`src/rtl/fetch_unit_if.sv`:
```
// Fetch-stage bus bundle: code image, pipeline control inputs, and IF/ID plus status outputs.
// The master side drives control and code; the slave side is the fetch unit.
interface fetch_unit_if #(
  parameter int unsigned WIDTH = 32,
  parameter int unsigned DEPTH = 32,
  parameter int unsigned CNT_W = 16
);
  logic [WIDTH*DEPTH-1:0] code;
  logic                   stall;
  logic                   flush;
  logic                   branch_taken;
  logic [WIDTH-1:0]       branch_target;
  logic [WIDTH-1:0]       pc;
  logic                   ifid_valid;
  logic [WIDTH-1:0]       ifid_instruction;
  logic [WIDTH-1:0]       ifid_pc_next;
  logic                   fault;
  logic [CNT_W-1:0]       fetch_count;

  modport master (
    output code, stall, flush, branch_taken, branch_target,
    input  pc, ifid_valid, ifid_instruction, ifid_pc_next, fault, fetch_count
  );

  modport slave (
    input  code, stall, flush, branch_taken, branch_target,
    output pc, ifid_valid, ifid_instruction, ifid_pc_next, fault, fetch_count
  );
endinterface

```
`src/rtl/fetch_unit.sv`:
```
// Instruction fetch stage: PC, code-bus word select, IF/ID register, branch/stall/flush
// handling, bad-PC halt and a count of valid instructions delivered to decode.
module fetch_unit #(
  parameter int unsigned WIDTH    = 32,
  parameter int unsigned DEPTH    = 32,
  parameter int unsigned RESET_PC = 0,
  parameter int unsigned CNT_W    = 16
) (
  input  logic        clk,
  input  logic        reset,
  fetch_unit_if.slave bus
);
  localparam int unsigned STEP  = WIDTH / 8;
  localparam int unsigned AL    = $clog2(STEP);
  localparam int unsigned IDX_W = (DEPTH > 1) ? $clog2(DEPTH) : 1;

  localparam logic [0:0] RUN  = 1'b0;
  localparam logic [0:0] HALT = 1'b1;

  logic [0:0]       state, state_n;
  logic [WIDTH-1:0] pc_r, pc_n;
  logic [WIDTH-1:0] instr_r, instr_n;
  logic [WIDTH-1:0] pcn_r, pcn_n;
  logic             valid_r, valid_n;
  logic             fault_r, fault_n;
  logic [CNT_W-1:0] cnt_r, cnt_n;

  logic [WIDTH-1:0] words [DEPTH];
  logic [WIDTH-1:0] word_idx;
  logic [IDX_W-1:0] sel;
  logic [WIDTH-1:0] fetch_word;
  logic [WIDTH-1:0] pc_step;
  logic             misaligned;
  logic             bad_pc;

  // Flat code bus viewed as an array of words
  for (genvar k = 0; k < DEPTH; k++) begin : g_words
    assign words[k] = bus.code[k*WIDTH +: WIDTH];
  end

  assign word_idx   = pc_r >> AL;
  assign sel        = word_idx[IDX_W-1:0];
  assign fetch_word = words[sel];
  assign pc_step    = pc_r + WIDTH'(STEP);
  assign misaligned = |pc_r[AL-1:0];
  assign bad_pc     = misaligned || (word_idx >= WIDTH'(DEPTH));

  // Next-state: redirect beats the bad-PC check, which beats stall
  always_comb begin
    state_n = state;
    pc_n    = pc_r;
    instr_n = instr_r;
    pcn_n   = pcn_r;
    valid_n = valid_r;
    fault_n = fault_r;
    cnt_n   = cnt_r;
    case (state)
      RUN: begin
        if (bus.branch_taken) begin
          pc_n    = bus.branch_target;
          valid_n = 1'b0;
          instr_n = '0;
          pcn_n   = '0;
        end else if (bad_pc) begin
          valid_n = 1'b0;
          instr_n = '0;
          pcn_n   = '0;
          fault_n = 1'b1;
          state_n = HALT;
        end else if (!bus.stall) begin
          pc_n = pc_step;
          if (bus.flush) begin
            valid_n = 1'b0;
            instr_n = '0;
            pcn_n   = '0;
          end else begin
            valid_n = 1'b1;
            instr_n = fetch_word;
            pcn_n   = pc_step;
            cnt_n   = cnt_r + CNT_W'(1);
          end
        end
      end
      HALT: begin
        valid_n = 1'b0;
      end
      default: begin
        state_n = HALT;
      end
    endcase
  end

  always_ff @(posedge clk or posedge reset) begin
    if (reset) begin
      state   <= RUN;
      pc_r    <= WIDTH'(RESET_PC);
      instr_r <= '0;
      pcn_r   <= '0;
      valid_r <= 1'b0;
      fault_r <= 1'b0;
      cnt_r   <= '0;
    end else begin
      state   <= state_n;
      pc_r    <= pc_n;
      instr_r <= instr_n;
      pcn_r   <= pcn_n;
      valid_r <= valid_n;
      fault_r <= fault_n;
      cnt_r   <= cnt_n;
    end
  end

  assign bus.pc               = pc_r;
  assign bus.ifid_valid       = valid_r;
  assign bus.ifid_instruction = instr_r;
  assign bus.ifid_pc_next     = pcn_r;
  assign bus.fault            = fault_r;
  assign bus.fetch_count      = cnt_r;
endmodule

```
`src/flat_wrapper.sv`:
```
// flat-port wrapper written by rule: the top's interface ports become plain ports
module fetch_unit_flat 
#(
  parameter int unsigned WIDTH    = 32,
  parameter int unsigned DEPTH    = 32,
  parameter int unsigned RESET_PC = 0,
  parameter int unsigned CNT_W    = 16
)
  (clk, reset, bus_code, bus_stall, bus_flush, bus_branch_taken, bus_branch_target, bus_pc, bus_ifid_valid, bus_ifid_instruction, bus_ifid_pc_next, bus_fault, bus_fetch_count);
  fetch_unit_if #(.WIDTH(WIDTH), .DEPTH(DEPTH), .CNT_W(CNT_W)) bus_i ();
  input  logic clk;
  input  logic reset;
  input wire logic [$bits(bus_i.code)-1:0] bus_code;
  input wire logic [$bits(bus_i.stall)-1:0] bus_stall;
  input wire logic [$bits(bus_i.flush)-1:0] bus_flush;
  input wire logic [$bits(bus_i.branch_taken)-1:0] bus_branch_taken;
  input wire logic [$bits(bus_i.branch_target)-1:0] bus_branch_target;
  output wire logic [$bits(bus_i.pc)-1:0] bus_pc;
  output wire logic [$bits(bus_i.ifid_valid)-1:0] bus_ifid_valid;
  output wire logic [$bits(bus_i.ifid_instruction)-1:0] bus_ifid_instruction;
  output wire logic [$bits(bus_i.ifid_pc_next)-1:0] bus_ifid_pc_next;
  output wire logic [$bits(bus_i.fault)-1:0] bus_fault;
  output wire logic [$bits(bus_i.fetch_count)-1:0] bus_fetch_count;
  assign bus_i.code = bus_code;
  assign bus_i.stall = bus_stall;
  assign bus_i.flush = bus_flush;
  assign bus_i.branch_taken = bus_branch_taken;
  assign bus_i.branch_target = bus_branch_target;
  assign bus_pc = bus_i.pc;
  assign bus_ifid_valid = bus_i.ifid_valid;
  assign bus_ifid_instruction = bus_i.ifid_instruction;
  assign bus_ifid_pc_next = bus_i.ifid_pc_next;
  assign bus_fault = bus_i.fault;
  assign bus_fetch_count = bus_i.fetch_count;
  fetch_unit #(.WIDTH(WIDTH), .DEPTH(DEPTH), .RESET_PC(RESET_PC), .CNT_W(CNT_W)) u_core (.clk(clk), .reset(reset), .bus(bus_i));
endmodule
```
`config.mk`:
```
export PLATFORM = sky130hd
export DESIGN_NAME = fetch_unit_flat
export DESIGN_NICKNAME = d
export VERILOG_FILES = /design/src/rtl/fetch_unit_if.sv /design/src/rtl/fetch_unit.sv /design/src/flat_wrapper.sv
export SDC_FILE = /design/constraint.sdc
export NUM_CORES = 1
export LEC_CHECK = 0
export CORE_AREA = 2 2 456 458
export CTS_CLUSTER_SIZE = 20
export DETAILED_ROUTE_END_ITERATION = 16
export DIE_AREA = 0 0 458 460
export GPL_TIMING_DRIVEN = 0
export PLACE_DENSITY = 0.3
export REMOVE_ABC_BUFFERS = 1
export SYNTH_ARGS = -nofsm -noshare
export SYNTH_HDL_FRONTEND = slang
export SYNTH_SLANG_ARGS = --single-unit
```
`constraint.sdc`:
```
create_clock -name clk -period 5.14 [get_ports clk]
set_input_delay 1.028 -clock clk [delete_from_list [all_inputs] [get_ports clk]]
set_output_delay 1.028 -clock clk [all_outputs]
set_load 0.01 [all_outputs]
```
# Word-level counts from Yosys, hierarchy flattened
# Cells that the tools add are included.
dict set report totals {
  in_bits 1061
  register_bits 115
}
dict set report classes {
  n_eq_ne 4
  n_reduce_logical 6
  mux 22
  bitwise_logic 6
  magnitude_cmp 2
  add_sub_neg 2
}
# operator n
set ops {}
lappend ops {{32-bit two-way mux} 13}
lappend ops {{32-bit binary-select mux with 5-bit select} 1}
lappend ops {{32-bit by 3-bit adder with 32-bit output (second input constant)} 1}
lappend ops {{30-bit by 6-bit greater-or-equal comparator with 1-bit output (second input constant)} 1}
lappend ops {{16-bit by 1-bit adder with 16-bit output (second input constant)} 1}
lappend ops {{1-bit two-way mux} 7}
lappend ops {{6-bit greater-or-equal comparator (second input constant)} 1}
lappend ops {{5-bit inverter with 6-bit output} 1}
lappend ops {{3-bit AND reduction} 2}
lappend ops {{1-bit inverter} 5}
lappend ops {{5-bit AND reduction} 1}
lappend ops {{4-bit by 3-bit != test with 1-bit output (second input constant)} 1}
lappend ops {{3-bit by 1-bit != test with 1-bit output (second input constant)} 1}
lappend ops {{2-bit by 1-bit != test with 1-bit output (second input constant)} 1}
lappend ops {{2-bit != test (second input constant)} 1}
lappend ops {{1-bit one-hot mux with 2 select lines} 1}
lappend ops {{2-bit AND reduction} 1}
lappend ops {{2-bit OR reduction} 1}
lappend ops {{1-bit logical OR} 1}

# Longest topological paths before layout
dict set report logic_depth {
  depth_word 8
  depth_mapped 9
  depth_no_buf 5
}

# Least setup slack after synthesis
# OpenSTA, ideal clock, no wires.
dict set report synth_timing {
  kind {input -> register}
  from {input bus_branch_taken}
  to {register u_core.instr_r[0] (netlist: u_core.bus.ifid_instruction[0])}
  arrival_ps 2356
  setup_time_ps 67
  path_stages 6
  path_slack_ps 2717
  path_buffers 1
  path_cell_list {nor4_1 -> nand4_1 -> nor2_1 -> clkbuf_1 -> o2111ai_1 -> nand2_1}
}
dict set report synth_between {
  elab_chain_len 2
  word_cells_on_any_way 3
  cone_classes {eq/ne: 1; mux: 1; reduce/logical: 1}
}
# item line
set synth_lines {}
lappend synth_lines {{start, declared} flat_wrapper.sv:16} ;# input wire logic [$bits(bus_i.branch_taken)-1:0] bus_branch_taken;
lappend synth_lines {{3-bit by 1-bit != test with 1-bit output (no line)} n/a}
lappend synth_lines {{2-bit AND reduction (no line)} n/a}
lappend synth_lines {{end signal, assigned} fetch_unit.sv:105} ;# instr_r <= instr_n;
lappend synth_lines {{end, declared} fetch_unit.sv:22} ;# logic [WIDTH-1:0] instr_r, instr_n;
# Parallel ways exist; a longest one is shown, timed or not.
# A chain may end at the register's enable or synchronous reset.

# Final worst setup path
dict set report layout_timing {
  from {register u_core.pc_r[2] (netlist: u_core.bus.pc[2])}
  to {output bus_pc[2]}
}
# item line
set layout_rtl {}
lappend layout_rtl {{start, declared} fetch_unit.sv:21} ;# logic [WIDTH-1:0] pc_r, pc_n;
lappend layout_rtl {{start signal, assigned} fetch_unit.sv:96} ;# pc_r <= WIDTH'(RESET_PC);
lappend layout_rtl {{start signal, assigned} fetch_unit.sv:104} ;# pc_r <= pc_n;
lappend layout_rtl {{end, declared} flat_wrapper.sv:18} ;# output wire logic [$bits(bus_i.pc)-1:0] bus_pc;
# No word-level cell between the ends.

==> out/results.tsv <==
metric	value	unit
Starting Density	0.0607	
main area contributors after synthesis	mux4_2, dfrtp_1, mux2i_1, nand2_1, a221oi_1	
Design Area, Final	28600	um2
final number of setup-violating endpoints	0	
total congestion overflow after global routing	0	
RSZ-0062 raised after global routing	no	
clock-pin slew on the worst setup and hold paths	70	ps
total count of max-transition violations in the final report	0	
Resized cells post-CTS	0	
post-route antenna net violation count	0	
pin slew with the least headroom to its limit	1330	ps
detailed-routing iteration count for the pre-antenna-repair pass	5	
post-place setup slack	1020	ps
leading cell type in the layout, fill and taps excluded	clkdlybuf4s50_1	
type of destination of the critical path	primary output	
data arrival time at the worst-slack endpoint	2940	ps
sequential share of the synthesized area	0.230	
CTS buffer count	17	
Area after DPL	28000	um2
critical path class	register to primary output	
clock sink count	115	
power per cell area	125	nW/um2
clock skew	46.4	ps
Rows	167	
routability-driven placement congestion ratio	0.790	
dominant synthesized flop cell	dfrtp_1	
wire length per cell	30.9	um
final worst setup slack	1170	ps
Yosys top cell area share	0.403	
CTS tree	yes	
maximum number of pins on one net before global-route repair	77	
routed vias	15800	
post-CTS setup repair buffer count	0	
GRT Overall Usage	0.139	
post-synthesis async set-or-reset flop share	1.00	
Syn-to-layout area delta	129	%
master cell of the clock root buffer	clkbuf_16	
path category of the worst min-delay check	register to register	
clock latency at the later pin of the worst-skew pair	540	ps
initial antenna violation count	96	
crit share post-route	0.772	
status	finished, final reports clean	
maximum number of buffers from clock root to sink	2	
minimum period implied by the final worst setup slack	3970	ps
Final nets	3249	
number of vias per cell after detailed routing	3.21	
biggest fanout along the worst timing path	45	
#FFs+latches synth	115	
yosys synthesis warning count	0	
Maximum Capacitance Violations	0	
Ports	1175	
Post-Syn Area	12500	um2
number of synthesized flops with an enable pin	0	
sequential cell area	2900	um2
tightest slew margin relative to the limit	0.112	
leading cell types in the layout, fill and taps excluded	clkdlybuf4s50_1, mux4_2, nand2_1	
footprint of the multi-input gates	9060	um2
core region area	206000	um2
die height	460	um
full die area	211000	um2
initial DRC count	786	
estimated wirelength of the detail-placed design	132000	um
Die W	458	um
leakage component of the power	10.7	nW
residual DRC count	0	
power consumption	3.58	mW
distinct cell type count of the synthesized netlist	46	
Post-Syn Instances	1083	
worst-case vdd ir drop	0.277	mV
count of endpoints failing hold in the final timing report	0	
Fillers	23300	
syn avg cell area	11.6	um2
share of layout cells above drive strength 1	0.148	
Routed WL	152000	um
CTS Hold Bufs	0	
worst path required time	4110	ps
wire length of the first global-routing pass	189000	um
type of element launching the critical path	register	
deepest level of the CTS H-tree	4	
fmax	0.252	GHz
via count of the first global-routing pass	16900	
Yosys top cell by area	mux4_2	
count of buffers inserted at the top-level ports	1174	
-- critical path, stage by stage, from the launching register on --
cell,delay (ps)
dfrtp_4,640
buf_16,290
buf_16,350
buf_16,330
clkdlybuf4s50_1,610
-- power by group --
group	switching (mW)	internal [mW]
clock	0.615	0.837
combinational	0.333	0.879
sequential	0.00474	0.908
-- flip-flops by register name, indices dropped and copies added, names as in the netlist --
| name | cells |
|---|---|
| u_core.bus.ifid_pc_next | 32 |
| u_core.bus.fault | 1 |
| u_core.bus.pc | 32 |
| u_core.bus.ifid_instruction | 32 |
| u_core.bus.fetch_count | 16 |
| u_core.state | 1 |
| u_core.bus.ifid_valid | 1 |
-- metrics by stage --
stage                     hold WS [ps]   TNS, ps   util  instances
after detailed placement           460         0  0.136       4870
after floorplan                    503   -310310      -        955
after CTS                          480         0  0.139       4902
after global routing               496         0  0.139       4902
after global placement             456  -1010760  0.131       4833
final                              473         0  0.139       4909
-- synth_stat cells (all sizes together) (33+ instances only) --
master  count
nand2     141
clkbuf     68
mux4      224
a21oi      36
o22ai      33
nor3       38
buf        60
dfrtp     115
mux2i      67
a22oi      34
nand3      46
-- layout make-up --
type,count,share of cell area
Sequential cell,115,0.101
Timing Repair Buffer,1211,0.440
Clock buffer,23,0.0164
Multi-Input combinational cell,829,0.317
Tap cell,2704,0.118
Inverter,11,0.00179
Clock inverter,9,0.00534
Antenna cell,7,0.000612
-- path summary, 6_finish.rpt --
kind | startpoint | end | slack (ps) | cells after the start
setup reg to reg | u_core.bus.pc[5] | u_core.bus.ifid_instruction[11] | 1310 | 9
setup / recovery | u_core.bus.pc[2] | bus_pc[2] | 1170 | 4
hold reg to reg | u_core.bus.fetch_count[15] | u_core.bus.fetch_count[15] | 470 | 1
max in group asynchronous | reset | u_core.bus.pc[2] | 3270 | 3
min in group asynchronous | reset | u_core.bus.ifid_pc_next[27] | 940 | 2
hold / removal | u_core.bus.fetch_count[15] | u_core.bus.fetch_count[15] | 470 | 1
-- per-layer routing --
metal / share of wire / global-route usage / up-vias
li1: - / - / 6688
met1: 0.40 / 0.164 / 7952
met2: 0.49 / 0.242 / 894
met3: 0.093 / 0.0576 / 158
met4: 0.0097 / 0.0153 / 62
met5: 0.0026 / 0 / -
-- cells by family after synthesis --
group | Yosys count | synth area share
simple gates | 308 | 0.123
mux | 299 | 0.464
compound gates | 200 | 0.116
buf+inv | 139 | 0.0502
flops | 115 | 0.230
xor+xnor | 19 | 0.0133
fa+ha+maj | 3 | 0.00300
(Power assumes the default switching activity.)
